**src/rtl/multi_counter_clock.sv**
```systemverilog
// -----------------------------------------------------------------------------
// multi_counter_clock
// Multi-channel, runtime-programmable clock divider. Each channel produces a
// registered divided clock with its own period and high time. New settings go
// into a per-channel shadow and are promoted to the active set only at the end
// of a period (or immediately while the channel is disabled), so outputs never
// show runt pulses.
//
// Optional feature macro: CLKDIV_SYNC_EN
//   When defined, adds sync_in. A pulse restarts every enabled channel at phase
//   0 (loading any pending shadow) so that channels can be phase-aligned.
//
// Ports
//   clk          in   1         system clock, all logic on posedge
//   rst          in   1         synchronous active-high reset
//   cfg_we       in   1         shadow write strobe
//   cfg_ch       in   CW        target channel (out-of-range indices ignored)
//   cfg_div      in   DIV_BITS  requested period in clk cycles
//   cfg_high     in   DIV_BITS  requested high time in clk cycles
//   ch_en        in   CHANNELS  per-channel run enable
//   sync_in      in   1         phase restart (CLKDIV_SYNC_EN only)
//   clk_out      out  CHANNELS  divided clocks
//   rise_tick    out  CHANNELS  strobe in the cycle clk_out goes 0->1
//   fall_tick    out  CHANNELS  strobe in the cycle clk_out goes 1->0
//   cfg_pending  out  CHANNELS  shadow written but not yet active
// -----------------------------------------------------------------------------
module multi_counter_clock #(
    parameter int CHANNELS    = 4,
    parameter int DIV_BITS    = 16,
    parameter int DEFAULT_DIV = 2,
    localparam int CW         = (CHANNELS > 1) ? $clog2(CHANNELS) : 1
) (
    input  logic                clk,
    input  logic                rst,
    input  logic                cfg_we,
    input  logic [CW-1:0]       cfg_ch,
    input  logic [DIV_BITS-1:0] cfg_div,
    input  logic [DIV_BITS-1:0] cfg_high,
    input  logic [CHANNELS-1:0] ch_en,
`ifdef CLKDIV_SYNC_EN
    input  logic                sync_in,
`endif
    output logic [CHANNELS-1:0] clk_out,
    output logic [CHANNELS-1:0] rise_tick,
    output logic [CHANNELS-1:0] fall_tick,
    output logic [CHANNELS-1:0] cfg_pending
);

    localparam logic [DIV_BITS-1:0] DIV_RST  = DIV_BITS'(DEFAULT_DIV);
    localparam logic [DIV_BITS-1:0] HIGH_RST = DIV_BITS'(DEFAULT_DIV / 2);
    localparam logic [DIV_BITS-1:0] ONE      = DIV_BITS'(1);
    localparam logic [DIV_BITS-1:0] TWO      = DIV_BITS'(2);

    // Periods below 2 cannot produce a high and a low phase, so clamp to 2.
    function automatic logic [DIV_BITS-1:0] eff_div(input logic [DIV_BITS-1:0] d);
        return (d < TWO) ? TWO : d;
    endfunction

    // Keep at least one low cycle per period.
    function automatic logic [DIV_BITS-1:0] eff_high(input logic [DIV_BITS-1:0] h,
                                                     input logic [DIV_BITS-1:0] de);
        return (h > de - ONE) ? de - ONE : h;
    endfunction

    for (genvar i = 0; i < CHANNELS; i++) begin : g_ch
        logic [DIV_BITS-1:0] p_q, p_d;
        logic [DIV_BITS-1:0] div_q, div_d, high_q, high_d;
        logic [DIV_BITS-1:0] sdiv_q, sdiv_d, shigh_q, shigh_d;
        logic                pend_q, pend_d;
        logic                clk_q, clk_d, rise_q, rise_d, fall_q, fall_d;
        logic [DIV_BITS-1:0] div_eff, high_eff;
        logic                wr, wrap, load;

        always_comb begin
            wr       = cfg_we && (cfg_ch == CW'(i));
            div_eff  = eff_div(div_q);
            high_eff = eff_high(high_q, div_eff);
            wrap     = (p_q == div_eff - ONE);
            p_d      = p_q;
            div_d    = div_q;
            high_d   = high_q;
            sdiv_d   = sdiv_q;
            shigh_d  = shigh_q;
            pend_d   = pend_q;
            clk_d    = 1'b0;
            load     = 1'b0;

            if (!ch_en[i]) begin
                p_d   = '0;
                clk_d = 1'b0;
                load  = pend_q;
`ifdef CLKDIV_SYNC_EN
            end else if (sync_in) begin
                // Restart at phase 0 with the settings that will be active
                // after this edge; high_eff is zero only when high is zero.
                load  = pend_q;
                p_d   = '0;
                clk_d = (pend_q ? shigh_q : high_q) != '0;
`endif
            end else begin
                p_d   = wrap ? '0 : p_q + ONE;
                clk_d = (p_q < high_eff);
                load  = wrap && pend_q;
            end

            if (load) begin
                div_d  = sdiv_q;
                high_d = shigh_q;
                pend_d = 1'b0;
            end
            // A write on the load edge refills the shadow and stays pending,
            // so it waits for the following wrap.
            if (wr) begin
                sdiv_d  = cfg_div;
                shigh_d = cfg_high;
                pend_d  = 1'b1;
            end

            rise_d = !clk_q && clk_d;
            fall_d = clk_q && !clk_d;
        end

        always_ff @(posedge clk) begin
            if (rst) begin
                p_q     <= '0;
                div_q   <= DIV_RST;
                high_q  <= HIGH_RST;
                sdiv_q  <= DIV_RST;
                shigh_q <= HIGH_RST;
                pend_q  <= 1'b0;
                clk_q   <= 1'b0;
                rise_q  <= 1'b0;
                fall_q  <= 1'b0;
            end else begin
                p_q     <= p_d;
                div_q   <= div_d;
                high_q  <= high_d;
                sdiv_q  <= sdiv_d;
                shigh_q <= shigh_d;
                pend_q  <= pend_d;
                clk_q   <= clk_d;
                rise_q  <= rise_d;
                fall_q  <= fall_d;
            end
        end

        assign clk_out[i]     = clk_q;
        assign rise_tick[i]   = rise_q;
        assign fall_tick[i]   = fall_q;
        assign cfg_pending[i] = pend_q;
    end

endmodule

```
**config.mk**
```make
export PLATFORM = sky130hd
export DESIGN_NAME = multi_counter_clock
export DESIGN_NICKNAME = d
export VERILOG_FILES = /design/src/rtl/multi_counter_clock.sv
export SDC_FILE = /design/constraint.sdc
export NUM_CORES = 1
export LEC_CHECK = 0
export BUFFER_PORTS_ARGS = -buffer_cell sky130_fd_sc_hd__clkbuf_2
export CAP_MARGIN = 10
export CORE_MARGIN = 3
export CORE_UTILIZATION = 30
export CTS_BUF_LIST = sky130_fd_sc_hd__clkbuf_8
export CTS_CLUSTER_DIAMETER = 80
export DETAILED_ROUTE_END_ITERATION = 10
export GPL_TIMING_DRIVEN = 0
export PLACE_DENSITY = 0.54
export SETUP_SLACK_MARGIN = 0.5
export SLEW_MARGIN = 5
export SYNTH_ARGS = -nofsm -noshare
export SYNTH_HDL_FRONTEND = slang
export SYNTH_SLANG_ARGS = --single-unit
export TNS_END_PERCENT = 30
```
**constraint.sdc**
```tcl
create_clock -name clk -period 8.6 [get_ports clk]
set_input_delay 1.29 -clock clk [delete_from_list [all_inputs] [get_ports clk]]
set_output_delay 1.29 -clock clk [all_outputs]
set_load 0.02 [all_outputs]
```
Word level (Yosys, flattened, before mapping)
Index checks and enable logic that the tools add are counted.

storage, ports and cells
  register bits = 336
  output and inout port bits = 16
  word-level logic and storage cells = 124

operators by class
  equal/unequal tests = 7
  multiplexer cells = 24
  reduce and logical (&&, ||, !) cells = 33
  $add $sub $neg = 8
  $lt $le $gt $ge = 12
  bitwise logic cells = 4

operator list
  operator                 number
  $mux W16                 8
  $add A16 B1 Y16 const B  4
  $eq A16 B16 Y1           4
  $gt A16 B16 Y1           4
  $lt A16 B16 Y1           4
  $lt A16 B2 Y1 const B    4
  $sub A16 B1 Y16 const B  4
  $logic_and A1 B1 Y1      16
  $mux W1                  16
  $reduce_or A3 Y1         4
  $logic_not A1 Y1         8
  $reduce_bool A2 Y1       4
  $eq A2 B2 Y1 const B     2
  $not A1 Y1               4
  $eq A2 B1 Y1 const B     1
  $logic_not A2 Y1         1

Depth between registers and ports, before layout
  depth in word-level cells = 9
  depth in mapped cells = 31
  mapped depth without buffers = 26

Worst setup path before layout
OpenSTA, ideal clock, no wires.

  kind = register to register
  start point = reg g_ch[0].div_q[5]
  end point = reg g_ch[0].fall_q
  buffers on the path = 4
  clock period less this slack = 7.158 ns
  stages on the path, launching flop included = 29
  arrival = 7.038 ns
  slack = 1.442 ns
  path through = dfxtp_1 clkbuf_1 or4_1 clkbuf_1 or4_1 nor2_1 nor2b_1 inv_2 ha_1 or4b_2 or4_1 xor2_1 ha_1 nand4_1 or4_1 a21boi_0 o21ai_0 clkbuf_1 buf_1 a21oi_1 ha_1 a21o_1 a21o_1 a21oi_1 nor2b_1 o21ai_0 a21oi_1 or4b_2 a211o_1

between the ends
  word-level cells in the longest chain between the ends = 9

RTL lines
  element                   RTL line  RTL
  start: declaration        67        logic [DIV_BITS-1:0] div_q, div_d, high_q, high_d;
  start signal: assignment  136       div_q <= div_d;
  $lt A16 B2 Y1             56        return (d < TWO) ? TWO : d;
  $mux W16 (*)              56
  $sub A16 B1 Y16 (*)       62        return (h > de - ONE) ? de - ONE : h;
  $gt A16 B16 Y1            62
  $mux W16 (*)              62
  $lt A16 B16 Y1 (*)        102       clk_d = (p_q < high_eff);
  $mux W1 (*)               88        if (!ch_en[i]) begin
  $logic_not A1 Y1 (*)      120       fall_d = clk_q && !clk_d;
  $logic_and A1 B1 Y1 (*)   120
  end signal: assignment    143       fall_q <= fall_d;
  end: declaration          70        logic clk_q, clk_d, rise_q, rise_d, fall_q, fall_d;

Mark *: on every way between the ends. The rest lies on a longest branch, timed or not.
A chain may end at the register's enable or synchronous reset.

Worst setup path in the final report
Ends and elaborated chain as after synthesis.

==> qor.csv <==
metric,value,unit
status,"finished, final reports clean",
mux cell area share after synthesis,0.0593,
Yosys reg bits,336,
die extent in y,263,um
clk slew on worst S/H paths,0.07,ns
number of synthesized flops with an enable pin,0,
Synth warnings,0,
WP data arrival,8.22,ns
initial antenna violation count,5,
hpwl dp,50.9,mm
mapped cell area,19800,sq um
Hold EP,g_ch[2].rise_q,
GRT Total Usage,0.184,
CTS root buf,clkbuf_8,
GRT met3 Usage,0.0329,
Synth top area share,0.340,
RSZ-0062 raised after global routing,true,
"top cells by area, synth","dfxtp_1 (34%), ha_1 (8.3%), nand2_1 (6.5%), mux2i_1 (5.8%), a21oi_1 (5.3%)",
GR Util met1,0.249,
hold_sp,g_ch[2].clk_q,
critical path data required time,9.13,ns
first-pass GRT wire length,102,mm
Detail Route Antenna Nets,0,
initial core utilization,0.305,
post-synthesis sequential area ratio,0.340,
clk sinks,336,
simple-gate share of the synthesized area,0.246,
R2R Path Start,g_ch[0].div_q[5],
adder-cell area share of the yosys netlist,0.0839,
max-cap violation count,0,
hold crit path type,reg2reg,
CP bufs+invs,5,
total CTS buffers,58,
hold buffers post-CTS,0,
final hold slack,0.438,ns
hold path cells,1,
fillers,6793,
syn nets,2623,
die area,69100,sq um
most frequent CP cell,or4_1,
Critical Path Slowest Stage Cell,or4b_2,
Via density,5.31,
"IR drop worst, VDD",0.0961,mV
number of I/O port buffers,54,
XOR/XNOR Fraction of Synth Area,0.0729,
Lkg Pwr,9.45,nW
IO Pins,57,
Post-Route Skew,0.0269,ns
RePlAce Congestion,0.897,
Detailed Route WL,65.6,mm
Least-Margin Pin Slew,1.09,ns
final hold vios,0,
DRC viols,0,
vias in the first global route,17700,
"Min Clock Period, post-route",7.69,ns
fmax,130,MHz
"FFs w/ async S/R, synth",0,
Compound-Gate Fraction of Synth Area,0.148,
crit share post-route,0.894,
Post-synth top cells,"nand2_1 (342), dfxtp_1 (336), nor2_1 (253)",
post-synthesis cell type count,80,
predominant post-synthesis flop cell,dfxtp_1,
Setup CP Type,reg2reg,
global route total overflow,0,
drt first pass iters,7,
core area,64800,sq um
Iteration-0 DRC Markers,1440,
Worst setup SP type,flip-flop,
R2R Setup Slk,0.91,ns
met2 Resource Use GR,0.298,
max-slew violation count,0,
Avg WL per Cell,18.9,um
"Setup Fix Bufs, Post-CTS",0,
clock buffer depth,3,
largest family of logic cells by synthesized area,simple AND/OR/NAND/NOR gates,
Power Density,159,nW/um^2
top-count cell post-synth,nand2_1,
setup tns final,0,ns
row count,93,
Die X,263,um
GRT Max-Usage Layer,met2,
P&R area growth vs syn,13.3,%
H-tree Lvls,2,
"Clk Latency, worst-skew pair",0.65,ns
vias post-DR,18400,
Max stage delay on crit path,0.70,ns
post-synthesis area per instance,8.08,sq um
Slew HR,0.272,
r2r worst-path depth,28,
layout cells sized above 1,0.0847,
Nets,2737,
Crit. End Element,flip-flop,
CTS tree,yes,
Reg-to-Reg End,g_ch[0].fall_q,
CP max FO,10,
Yosys top cell by area,dfxtp_1,
cell family with most CP delay,simple AND/OR/NAND/NOR gates,
Cells after Synth,2450,
final setup fails,0,
largest net degree at the start of global routing,15,
power by group:
group / internal (mW) / switching (mW) / leakage, nW
Combinational: 0.126 / 0.271 / 6.02
Sequential: 1.59 / 0.0265 / 2.72
Clock: 0.869 / 0.679 / 0.716
Total: 2.58 / 0.977 / 9.45
routing by layer:
metal  wire [um]  up-vias  part of all wire
li1            -     8895                 -
met1       29900     8794              0.46
met2       29700      629              0.45
met3        4340       98             0.066
met4        1640        0             0.025
met5           0        -                 0
layout by cell type (no fill, tap or decap), drive strengths merged, types with 5 or more instances in the layout:
| cell type | synthesis | layout |
|---|---|---|
| a2111oi | 8 | 8 |
| a211oi | 10 | 10 |
| a21o | 47 | 47 |
| a21oi | 209 | 209 |
| a31oi | 26 | 26 |
| and2 | 7 | 7 |
| and3 | 65 | 65 |
| buf | 37 | 38 |
| clkbuf | 140 | 272 |
| dfxtp | 336 | 336 |
| ha | 132 | 132 |
| inv | 54 | 75 |
| mux2i | 115 | 115 |
| nand2 | 342 | 342 |
| nand2b | 11 | 11 |
| nand3 | 81 | 81 |
| nand4 | 57 | 57 |
| nor2 | 253 | 253 |
| nor2b | 22 | 22 |
| nor3 | 42 | 42 |
| nor3b | 19 | 19 |
| nor4 | 35 | 35 |
| nor4b | 6 | 6 |
| o2111ai | 7 | 7 |
| o211ai | 13 | 13 |
| o21a | 10 | 10 |
| o21ai | 53 | 53 |
| o311ai | 31 | 31 |
| or2 | 15 | 15 |
| or3 | 18 | 18 |
| or3b | 5 | 5 |
| or4 | 23 | 23 |
| or4b | 6 | 6 |
| xnor2 | 99 | 99 |
| xor2 | 50 | 50 |
flip-flops by register name, summed over array words and instances (netlist names):
signal,cells
g_ch.p_q,64
g_ch.fall_q,4
g_ch.sdiv_q,64
g_ch.high_q,64
g_ch.clk_q,4
g_ch.pend_q,4
g_ch.div_q,64
g_ch.shigh_q,64
g_ch.rise_q,4
metrics by stage:
stage | setup WS (ns) | cells | instance area (sq um) | power [mW] | util
detailed placement | 0.388 | 3359 | 21100 | 2.04 | 0.326
finish | 0.913 | 3466 | 22400 | 3.56 | 0.346
global placement | 0.507 | 3359 | 21100 | 2.03 | 0.326
global route | 0.441 | 3465 | 22400 | 3.72 | 0.346
floorplan | 1.44 | 2450 | 19800 | 1.90 | -
CTS | 0.457 | 3464 | 22400 | 3.60 | 0.345
cell type report:
cell class	count	area [sq um]	area share
plain buffers	177	782	0.0349
repair buffers	54	270	0.0120
inverters	54	203	0.00904
multi-input cells	1883	12100	0.541
flip-flops and latches	336	6730	0.300
clock inverters	26	156	0.00697
diodes	2	5.00	0.000223
clock buffers	79	1090	0.0485
well taps	855	1070	0.0477
worst max path at each step:
stage                     startpoint        endpoint  slack (ns)  depth (start not counted)
floorplan           g_ch[0].div_q[5]  g_ch[0].fall_q        1.44                         28
global placement    g_ch[0].div_q[5]  g_ch[0].fall_q        0.51                         28
detailed placement  g_ch[0].div_q[5]  g_ch[0].fall_q        0.39                         28
CTS                 g_ch[0].div_q[5]  g_ch[0].fall_q        0.46                         28
global route        g_ch[3].div_q[9]  g_ch[3].rise_q        0.44                         30
finish              g_ch[0].div_q[5]  g_ch[0].fall_q        0.91                         28
logic make-up (layout without fill, tap and decap cells):
family	after synthesis	in the layout
AND/OR/NAND/NOR	1018	1018
AO/OA/AOI/OAI	460	460
flip-flops	336	336
buffers and inverters	231	390
XOR/XNOR	155	155
adder cells (fa/ha/maj)	133	133
multiplexers	117	117
other	0	2
what timing repair did:
item,4_1_cts,5_1_grt
pin swaps,0,0
gates cloned,0,0
endpoints found under the setup margin,5,9
gates resized for setup,2,16
(Power assumes the default switching activity.)
